$ cat config.mk
export PLATFORM = sky130hd
export DESIGN_NAME = uart_tx_periph
export DESIGN_NICKNAME = d
export VERILOG_FILES = /design/src/rtl/uart_tx_periph.sv
export SDC_FILE = /design/constraint.sdc
export NUM_CORES = 1
export LEC_CHECK = 0
export CAP_MARGIN = 30
export CORE_MARGIN = 10
export CORE_UTILIZATION = 51
export DETAILED_ROUTE_END_ITERATION = 12
export HOLD_SLACK_MARGIN = 0.03
export PLACE_DENSITY = 0.72
export SLEW_MARGIN = 15
export SYNTH_ARGS = -nofsm -noshare
export SYNTH_HDL_FRONTEND = slang
export SYNTH_SLANG_ARGS = --single-unit
$ cat constraint.sdc
create_clock -name i_clk -period 2.8 [get_ports i_clk]
set_input_delay 0.56 -clock i_clk [delete_from_list [all_inputs] [get_ports i_clk]]
set_output_delay 0.56 -clock i_clk [all_outputs]
set_load 0.01 [all_outputs]
$ cat src/rtl/uart_tx_periph.sv
// uart_tx_periph: bus-mapped 8N1 UART transmitter with TX FIFO.
// Ports:
//   i_clk, i_rst : clock, async active-high reset
//   i_we         : store strobe (one cycle per store)
//   i_addr       : word index 0=DATA 1=STATUS 2=DIV 3=reserved
//   i_data       : store data
//   o_data       : combinational read data for i_addr
//   o_tx         : registered serial line, idles high
//   o_busy       : registered, FSM active or FIFO non-empty
module uart_tx_periph #(
  parameter int FIFO_AW     = 3,
  parameter int DEFAULT_DIV = 433
) (
  input  logic        i_clk,
  input  logic        i_rst,
  input  logic        i_we,
  input  logic [1:0]  i_addr,
  input  logic [31:0] i_data,
  output logic [31:0] o_data,
  output logic        o_tx,
  output logic        o_busy
);

  localparam int DEPTH = 1 << FIFO_AW;
  localparam logic [FIFO_AW:0] FULL_CNT =
    (FIFO_AW+1)'(DEPTH);

  typedef enum logic [1:0] {
    S_IDLE,
    S_START,
    S_DATA,
    S_STOP
  } state_t;

  state_t state_q, state_d;

  logic [7:0]         mem_q [DEPTH];
  logic [FIFO_AW-1:0] wr_ptr_q, rd_ptr_q;
  logic [FIFO_AW:0]   cnt_q, cnt_d;
  logic [15:0]        div_q, wdiv_q, baud_q;
  logic [7:0]         shift_q;
  logic [2:0]         bit_q;
  logic               tx_q, tx_d;
  logic               busy_q, ovf_q;
  logic               full, empty;
  logic               wr_data, wr_stat, wr_div;
  logic               push, pop, bit_end;
  logic [31:0]        status, rdata;
  logic               unused_data;

  assign full    = cnt_q == FULL_CNT;
  assign empty   = cnt_q == '0;
  assign wr_data = i_we && i_addr == 2'd0;
  assign wr_stat = i_we && i_addr == 2'd1;
  assign wr_div  = i_we && i_addr == 2'd2;
  // full is taken from the registered count, so a pop
  // in the same cycle never makes room for this push
  assign push    = wr_data && !full;
  assign bit_end = baud_q == wdiv_q;
  assign unused_data = ^i_data[31:16];

  always_comb begin
    cnt_d = cnt_q;
    unique case ({push, pop})
      2'b10:   cnt_d = cnt_q + 1'b1;
      2'b01:   cnt_d = cnt_q - 1'b1;
      default: cnt_d = cnt_q;
    endcase
  end

  // tx_d is the line level for the state being entered,
  // so the registered pin lines up with the state
  always_comb begin
    state_d = state_q;
    tx_d    = tx_q;
    pop     = 1'b0;
    unique case (state_q)
      S_IDLE: begin
        tx_d = 1'b1;
        if (!empty) begin
          pop     = 1'b1;
          state_d = S_START;
          tx_d    = 1'b0;
        end
      end
      S_START: begin
        if (bit_end) begin
          state_d = S_DATA;
          tx_d    = shift_q[0];
        end
      end
      S_DATA: begin
        if (bit_end) begin
          if (bit_q == 3'd7) begin
            state_d = S_STOP;
            tx_d    = 1'b1;
          end else begin
            tx_d = shift_q[1];
          end
        end
      end
      S_STOP: begin
        if (bit_end) begin
          state_d = S_IDLE;
          tx_d    = 1'b1;
        end
      end
      default: begin
        state_d = S_IDLE;
        tx_d    = 1'b1;
      end
    endcase
  end

  always_ff @(posedge i_clk) begin
    if (push) mem_q[wr_ptr_q] <= i_data[7:0];
  end

  always_ff @(posedge i_clk or posedge i_rst) begin
    if (i_rst) begin
      state_q  <= S_IDLE;
      tx_q     <= 1'b1;
      busy_q   <= 1'b0;
      ovf_q    <= 1'b0;
      cnt_q    <= '0;
      wr_ptr_q <= '0;
      rd_ptr_q <= '0;
      div_q    <= 16'(DEFAULT_DIV);
      wdiv_q   <= '0;
      baud_q   <= '0;
      shift_q  <= '0;
      bit_q    <= '0;
    end else begin
      state_q <= state_d;
      tx_q    <= tx_d;
      cnt_q   <= cnt_d;
      busy_q  <= (state_d != S_IDLE) || (cnt_d != '0);
      if (push) wr_ptr_q <= wr_ptr_q + 1'b1;
      if (pop)  rd_ptr_q <= rd_ptr_q + 1'b1;
      if (wr_div) div_q <= i_data[15:0];
      if (wr_stat)
        ovf_q <= 1'b0;
      else if (wr_data && full)
        ovf_q <= 1'b1;
      // divisor is latched here so DIV writes only
      // take effect from the next frame
      if (pop) begin
        shift_q <= mem_q[rd_ptr_q];
        wdiv_q  <= div_q;
        baud_q  <= '0;
      end else if (state_q != S_IDLE) begin
        baud_q <= bit_end ? '0 : baud_q + 1'b1;
        if (bit_end) begin
          unique case (state_q)
            S_START: bit_q <= '0;
            S_DATA: begin
              bit_q   <= bit_q + 1'b1;
              shift_q <= shift_q >> 1;
            end
            default: ;
          endcase
        end
      end
    end
  end

  assign status = {
    {(27-FIFO_AW){1'b0}},
    cnt_q,
    ovf_q,
    empty,
    full,
    state_q != S_IDLE
  };

  always_comb begin
    rdata = '0;
    unique case (i_addr)
      2'd1:    rdata = status;
      2'd2:    rdata = {16'b0, div_q};
      default: rdata = '0;
    endcase
  end

  assign o_data = rdata;
  assign o_tx   = tx_q;
  assign o_busy = busy_q;

endmodule

After elaboration in Yosys (flattened, before gate mapping)

Memory sizes are Yosys's and may differ from the RTL's.
Cells that the tools add are included.
W data, S select, Z words.

Bitwise operators: 1
Add/subtract/negate cells: 6
Reductions and logical operators: 21
Eq/ne operators: 13
Mux-type cells: 28

Operator list:

| kind                    | number |
|---|---|
| $mux W16                | 3 |
| $mux W8                 | 4 |
| $pmux W16 S2            | 1 |
| $add A16 B1 Y16 const B | 1 |
| $eq A16 B16 Y1          | 1 |
| $reduce_bool A2 Y1      | 7 |
| $mux W1                 | 11 |
| $mux W2                 | 5 |
| $add A3 B1 Y3 const B   | 3 |
| $eq A2 B2 Y1 const B    | 4 |
| $pmux W2 S4             | 1 |
| $pmux W4 S2             | 1 |
| $eq A2 B1 Y1 const B    | 3 |
| $ne A2 B2 Y1 const B    | 3 |
| $pmux W3 S2             | 1 |
| $reduce_and A3 Y1       | 2 |
| $logic_and A1 B1 Y1     | 5 |
| $add A4 B1 Y4 const B   | 1 |
| $eq A4 B4 Y1 const B    | 1 |
| $logic_not A2 Y1        | 2 |
| $logic_not A4 Y1        | 1 |
| $pmux W1 S4             | 1 |
| $reduce_and A4 Y1       | 1 |
| $reduce_bool A4 Y1      | 1 |
| other kinds (5)         | 5 |

Input port bits: 37
Bits in writable memories: 64
Register bits after elaboration: 74
Memories kept: 1
Logic and storage cells: 82
Output and inout bits: 34

Memory list:

| memory | depth | width | read ports | clocked after Yosys merged registers in | wr ports | RTL line | source |
|---|---|---|---|---|---|---|---|
| mem_q  | 8     | 8     | 1          | 0                                       | 1        | 37       | `logic [7:0] mem_q [DEPTH];` |

Longest topological paths before layout

Word-level depth: 7
Gate-level depth with buffers: 13
Mapped depth without buffers: 13

Worst setup path before layout

Ideal clock, no wire load.

Path type: reg2reg
Start point: register cnt_q[1]
End point: register busy_q (netlist: o_busy)
Setup time: 139 ps
Required time: 2,661 ps
Slack: -204 ps
Buffers on the path: 2
Arrival time: 2,866 ps
Period minus slack after synthesis: 3,004 ps
Stages on the path, launching flop included: 14
Cell sequence: dfrtp_1 buf_2 nor4_4 nand2b_1 inv_1 clkbuf_1 ha_1 xor2_1 ha_1 a21oi_1 xnor2_1 nand2_1 xnor2_1 or4b_1

Word-level cells in the longest chain between the ends: 7
Elaborated cells on any way between the ends: 16
Classes of those cells: add/sub: 2; eq/ne: 3; mux: 5; reduce/logical: 6

RTL lines:

| element                                                 | RTL line | source |
|---|---|---|
| start, declared                                         | 39       | `logic [FIFO_AW:0] cnt_q, cnt_d;` |
| start signal, assigned                                  | 136      | `cnt_q <= cnt_d;` |
| $logic_not A4 Y1 / $eq A4 B4 Y1 (equally long branches) | 52, 51   |  |
| $mux W1 / $logic_not A1 Y1 (equally long branches)      | 80, 58   |  |
| $mux W1 / $logic_and A1 B1 Y1 (equally long branches)   | 77, 58   |  |
| $eq A2 B1 Y1 / $eq A2 B2 Y1 (equally long branches)     | 64       | `unique case ({push, pop})` |
| $pmux W4 S2 (*)                                         | 64       |  |
| net cnt_d[2]                                            | 39       |  |
| $reduce_bool A4 Y1 (*)                                  | 137      | `busy_q <= (state_d != S_IDLE) \|\| (cnt_d != '0);` |
| $logic_or A1 B1 Y1 (*)                                  | 137      |  |
| end signal, assigned                                    | 137      |  |
| end, declared                                           | 44       | `logic busy_q, ovf_q;` |

The timed path passes the listed nets; every way through them passes the cells marked *.
A chain may end at the register's enable or synchronous reset.

Worst setup path after layout

Start point: input port i_addr[0]
End point: output port o_data[10]

Word-level cells in the longest chain between the ends: 2
Elaborated cells on any way between the ends: 3
Classes of those cells: eq/ne: 2; mux: 1

RTL lines:

| element                                             | RTL line | source |
|---|---|---|
| start, declared                                     | 17       | `input logic [1:0] i_addr,` |
| $eq A2 B2 Y1 / $eq A2 B1 Y1 (equally long branches) | 178      | `unique case (i_addr)` |
| $pmux W16 S2 (*)                                    | 178      |  |
| end, declared                                       | 19       | `output logic [31:0] o_data,` |

Every way passes the cells marked *; elsewhere a longest branch is shown, timed or not.

==> flow_metrics.tcl <==
set metrics [dict create \
    finalWorstSetupSlack_ns 0.0463 \
    synthArstFlopShare 0.536 \
    synthTopCellsByArea "edfxtp_1 29%, dfrtp_1 26%, mux4_2 5.5%" \
    final-max-slew-violation-count 0 \
    irDropWorstVdd_mv 0.605 \
    grt_pass1_wl_mm 22.1 \
    synth_cells 521 \
    dpl.hpwl_mm 9.38 \
    worstSetupStartpointType "primary input" \
    setup.worst_path.end_class "output port" \
    timing.max_cap.violations 0 \
    cts_hold_buf 0 \
    antenna_left 0 \
    drtIter0Drc 316 \
    finClkSkew_ns 0.00891 \
    setup_viol 0 \
    cts_buffers 17 \
    tightest_slew_ns 0.745 \
    p_int_w 0.00507 \
    wirelength_mm 13.4 \
    pwr-share-clk 0.316 \
    comb_power_share 0.296 \
    fin_crit_sh 0.983 \
    final_util 0.629 \
    status "finished clean" \
    cp_max_fo 9 \
    cp.required_ns 2.24 \
    viasPerCell 5.41 \
    synthMuxAreaShare 0.110 \
    fin_nets 638 \
    n_fill_cell 935 \
    gp_congestion 0.816 \
    ys_seq_area_frac 0.580 \
    drt_first_pass_iters 4 \
    synth_warnings 0 \
    seq_power_share 0.388 \
    final_cells 770 \
    grt_start_max_net_pins 33 \
    start_util 0.519 \
    dp_slack_ns -0.402 \
    die_h_um 133 \
    grt_pass1_vias 4281 \
    hp-class "in2async" \
    antenna_found_initial 0 \
    diodes 0 \
    synth_edf_count 64 \
    synth_fa_ha_area_frac 0.0307 \
    leakage_nw 3.30 \
    dp.cells 737 \
    num_vias 4168 \
    die_width_um 133 \
    swShare 0.334 \
    ctsHtreeMaxLevel 4 \
    drive_gt1_frac 0.209 \
    ys.flop_type "dfrtp_1" \
    core_sq_um 12600 \
    synth_compound_area_frac 0.0723 \
    path_clk_slew_ns 0.06 \
    syn-mean-instance-area_sq_um 12.5 \
    synth_most_common_cell "nand2_1" \
    globalRouteTotalUtil 0.156 \
    p_per_area_nw_per_um2 964 \
    routedWlPerCell_um 17.4 \
    synth_area_sq_um 6520 \
    num_io_pins 71 \
    worstSetupPathType "in2out" \
    synth_cell_types 50 \
    synth-simple-area-share 0.123 \
    synth_top_area_cell "edfxtp_1" \
    yosys.area_share.xor_xnor 0.0403 \
    p_sw_w 0.00254 \
    drc 0 \
    cts_sinks 138 \
    fmax_ghz 0.363 \
    clk-insertion-delay-late_ns 0.42 \
    synth_common_cells "79 x nand2_1, 68 x dfrtp_1, 64 x edfxtp_1" \
    die_area_sq_um 17700 \
    grt_overflow_total 0 \
    clockRootBuffer "clkbuf_16" \
    slew_headroom 0.503 \
    area_delta_synth_final_pct 21.2 \
    ys_seq_elements 138 \
    rsz0062_at_grt "yes" \
    cp.arrival_ns 2.19 \
    clockBufferDepth 2 \
    hold_viol_final 0 \
    tritoncts "built" \
    io_buffers 38 \
    period_minus_slack_ns 2.75 \
    synth_top_family_by_area "simple AND/OR/NAND/NOR gates" \
    synth_top_area_frac 0.295 \
    rows 41 \
]
-- per-stage QoR --
stage | cell area (sq um) | setup TNS [ns] | total power, W | hold slack [ns]
2_1_floorplan | 6620 | 0 | 0.00460 | 0.447
3_3_place_gp | 7240 | -1.66 | 0.00514 | 0.466
3_5_place_dp | 7240 | -1.63 | 0.00524 | 0.479
4_1_cts | 7880 | 0 | 0.00767 | 0.462
5_1_grt | 7910 | -0.0831 | 0.00807 | 0.488
6_report | 7910 | 0 | 0.00762 | 0.462
-- placed cells by master, fill, tap and decap left out, types with 11 or more instances in the layout --
| master | count |
|---|---|
| xor2_1 | 22 |
| nand3_1 | 11 |
| buf_4 | 32 |
| ha_1 | 14 |
| nor2_1 | 17 |
| o21ai_0 | 17 |
| clkdlybuf4s50_1 | 23 |
| mux4_2 | 16 |
| nand2_1 | 79 |
| mux2_2 | 19 |
| a22oi_1 | 13 |
| conb_1 | 16 |
| mux2i_1 | 14 |
| dlygate4sd2_1 | 11 |
| dfrtp_1 | 65 |
| clkbuf_16 | 17 |
| edfxtp_1 | 64 |
-- critical path, cell delays in order --
cell             delay (ns)
clkdlybuf4s50_1        0.48
inv_1                  0.06
buf_4                  0.14
ha_4                   0.17
buf_4                  0.16
and2_1                 0.15
clkdlybuf4s50_1        0.47
-- power groups by stage --
stage | logic, W | clock network [W] | registers (W)
finish | 0.00226 | 0.00241 | 0.00295
global route | 0.00251 | 0.00255 | 0.00301
CTS | 0.00227 | 0.00245 | 0.00295
detailed placement | 0.00225 | 0 | 0.00299
global placement | 0.00217 | 0 | 0.00297
floorplan | 0.00182 | 0 | 0.00278
-- per-layer routing --
metal / wire [um] / GRT usage / vias to the layer above / share of wire
met2: 6590 / 0.254 / 92 / 0.49
met5: 0 / 0 / - / 0
met3: 630 / 0.0417 / 13 / 0.047
li1: - / - / 1990 / -
met1: 6010 / 0.198 / 2073 / 0.45
met4: 165 / 0.0514 / 0 / 0.012
-- layout make-up --
type	count	area, sq um	area share
clock buffers	17	425	0.0538
repair buffers	72	657	0.0831
flip-flops and latches	138	3780	0.479
multi-input cells	343	2550	0.323
well taps	172	215	0.0272
inverters	13	48.8	0.00617
clock inverters	15	223	0.0282
-- state kept, by name, summed over array words and instances (netlist names) --
| name | flops |
|---|---|
| wdiv_q | 16 |
| cnt_q | 4 |
| wr_ptr_q | 3 |
| rd_ptr_q | 3 |
| o_tx | 1 |
| o_busy | 1 |
| baud_q | 16 |
| bit_q | 3 |
| div_q | 16 |
| ovf_q | 1 |
| shift_q | 8 |
| mem_q | 64 |
| state_q | 2 |
-- cells by family (layout without fill, tap and decap cells) --
| kind of cell | Yosys count | after routing |
|---|---|---|
| xor gates and xnor gates | 30 | 30 |
| adders and majority gates | 16 | 16 |
| other | 1 | 16 |
| buffers and inverters | 55 | 117 |
| DFF | 138 | 138 |
| muxes | 49 | 49 |
| and+or+nand+nor | 162 | 162 |
| AOI/OAI and AO/OA | 70 | 70 |
-- what timing repair did --
action	in CTS	in global routing
buffers inserted	1	0
gates resized for setup	12	8
setup endpoints to repair	16	7
-- final timing paths --
kind	start	to	slack, ns	cells after the start
min reg2reg	bit_q[0]	bit_q[0]	0.49	1
max reg2reg	cnt_q[0]	o_busy	0.14	11
min in group i_clk	bit_q[0]	bit_q[0]	0.49	1
min	i_rst	cnt_q[2]	0.46	2
max in group asynchronous	i_rst	div_q[0]	1.73	3
max	i_addr[0]	o_data[10]	0.05	7
(Power assumes the default switching activity.)
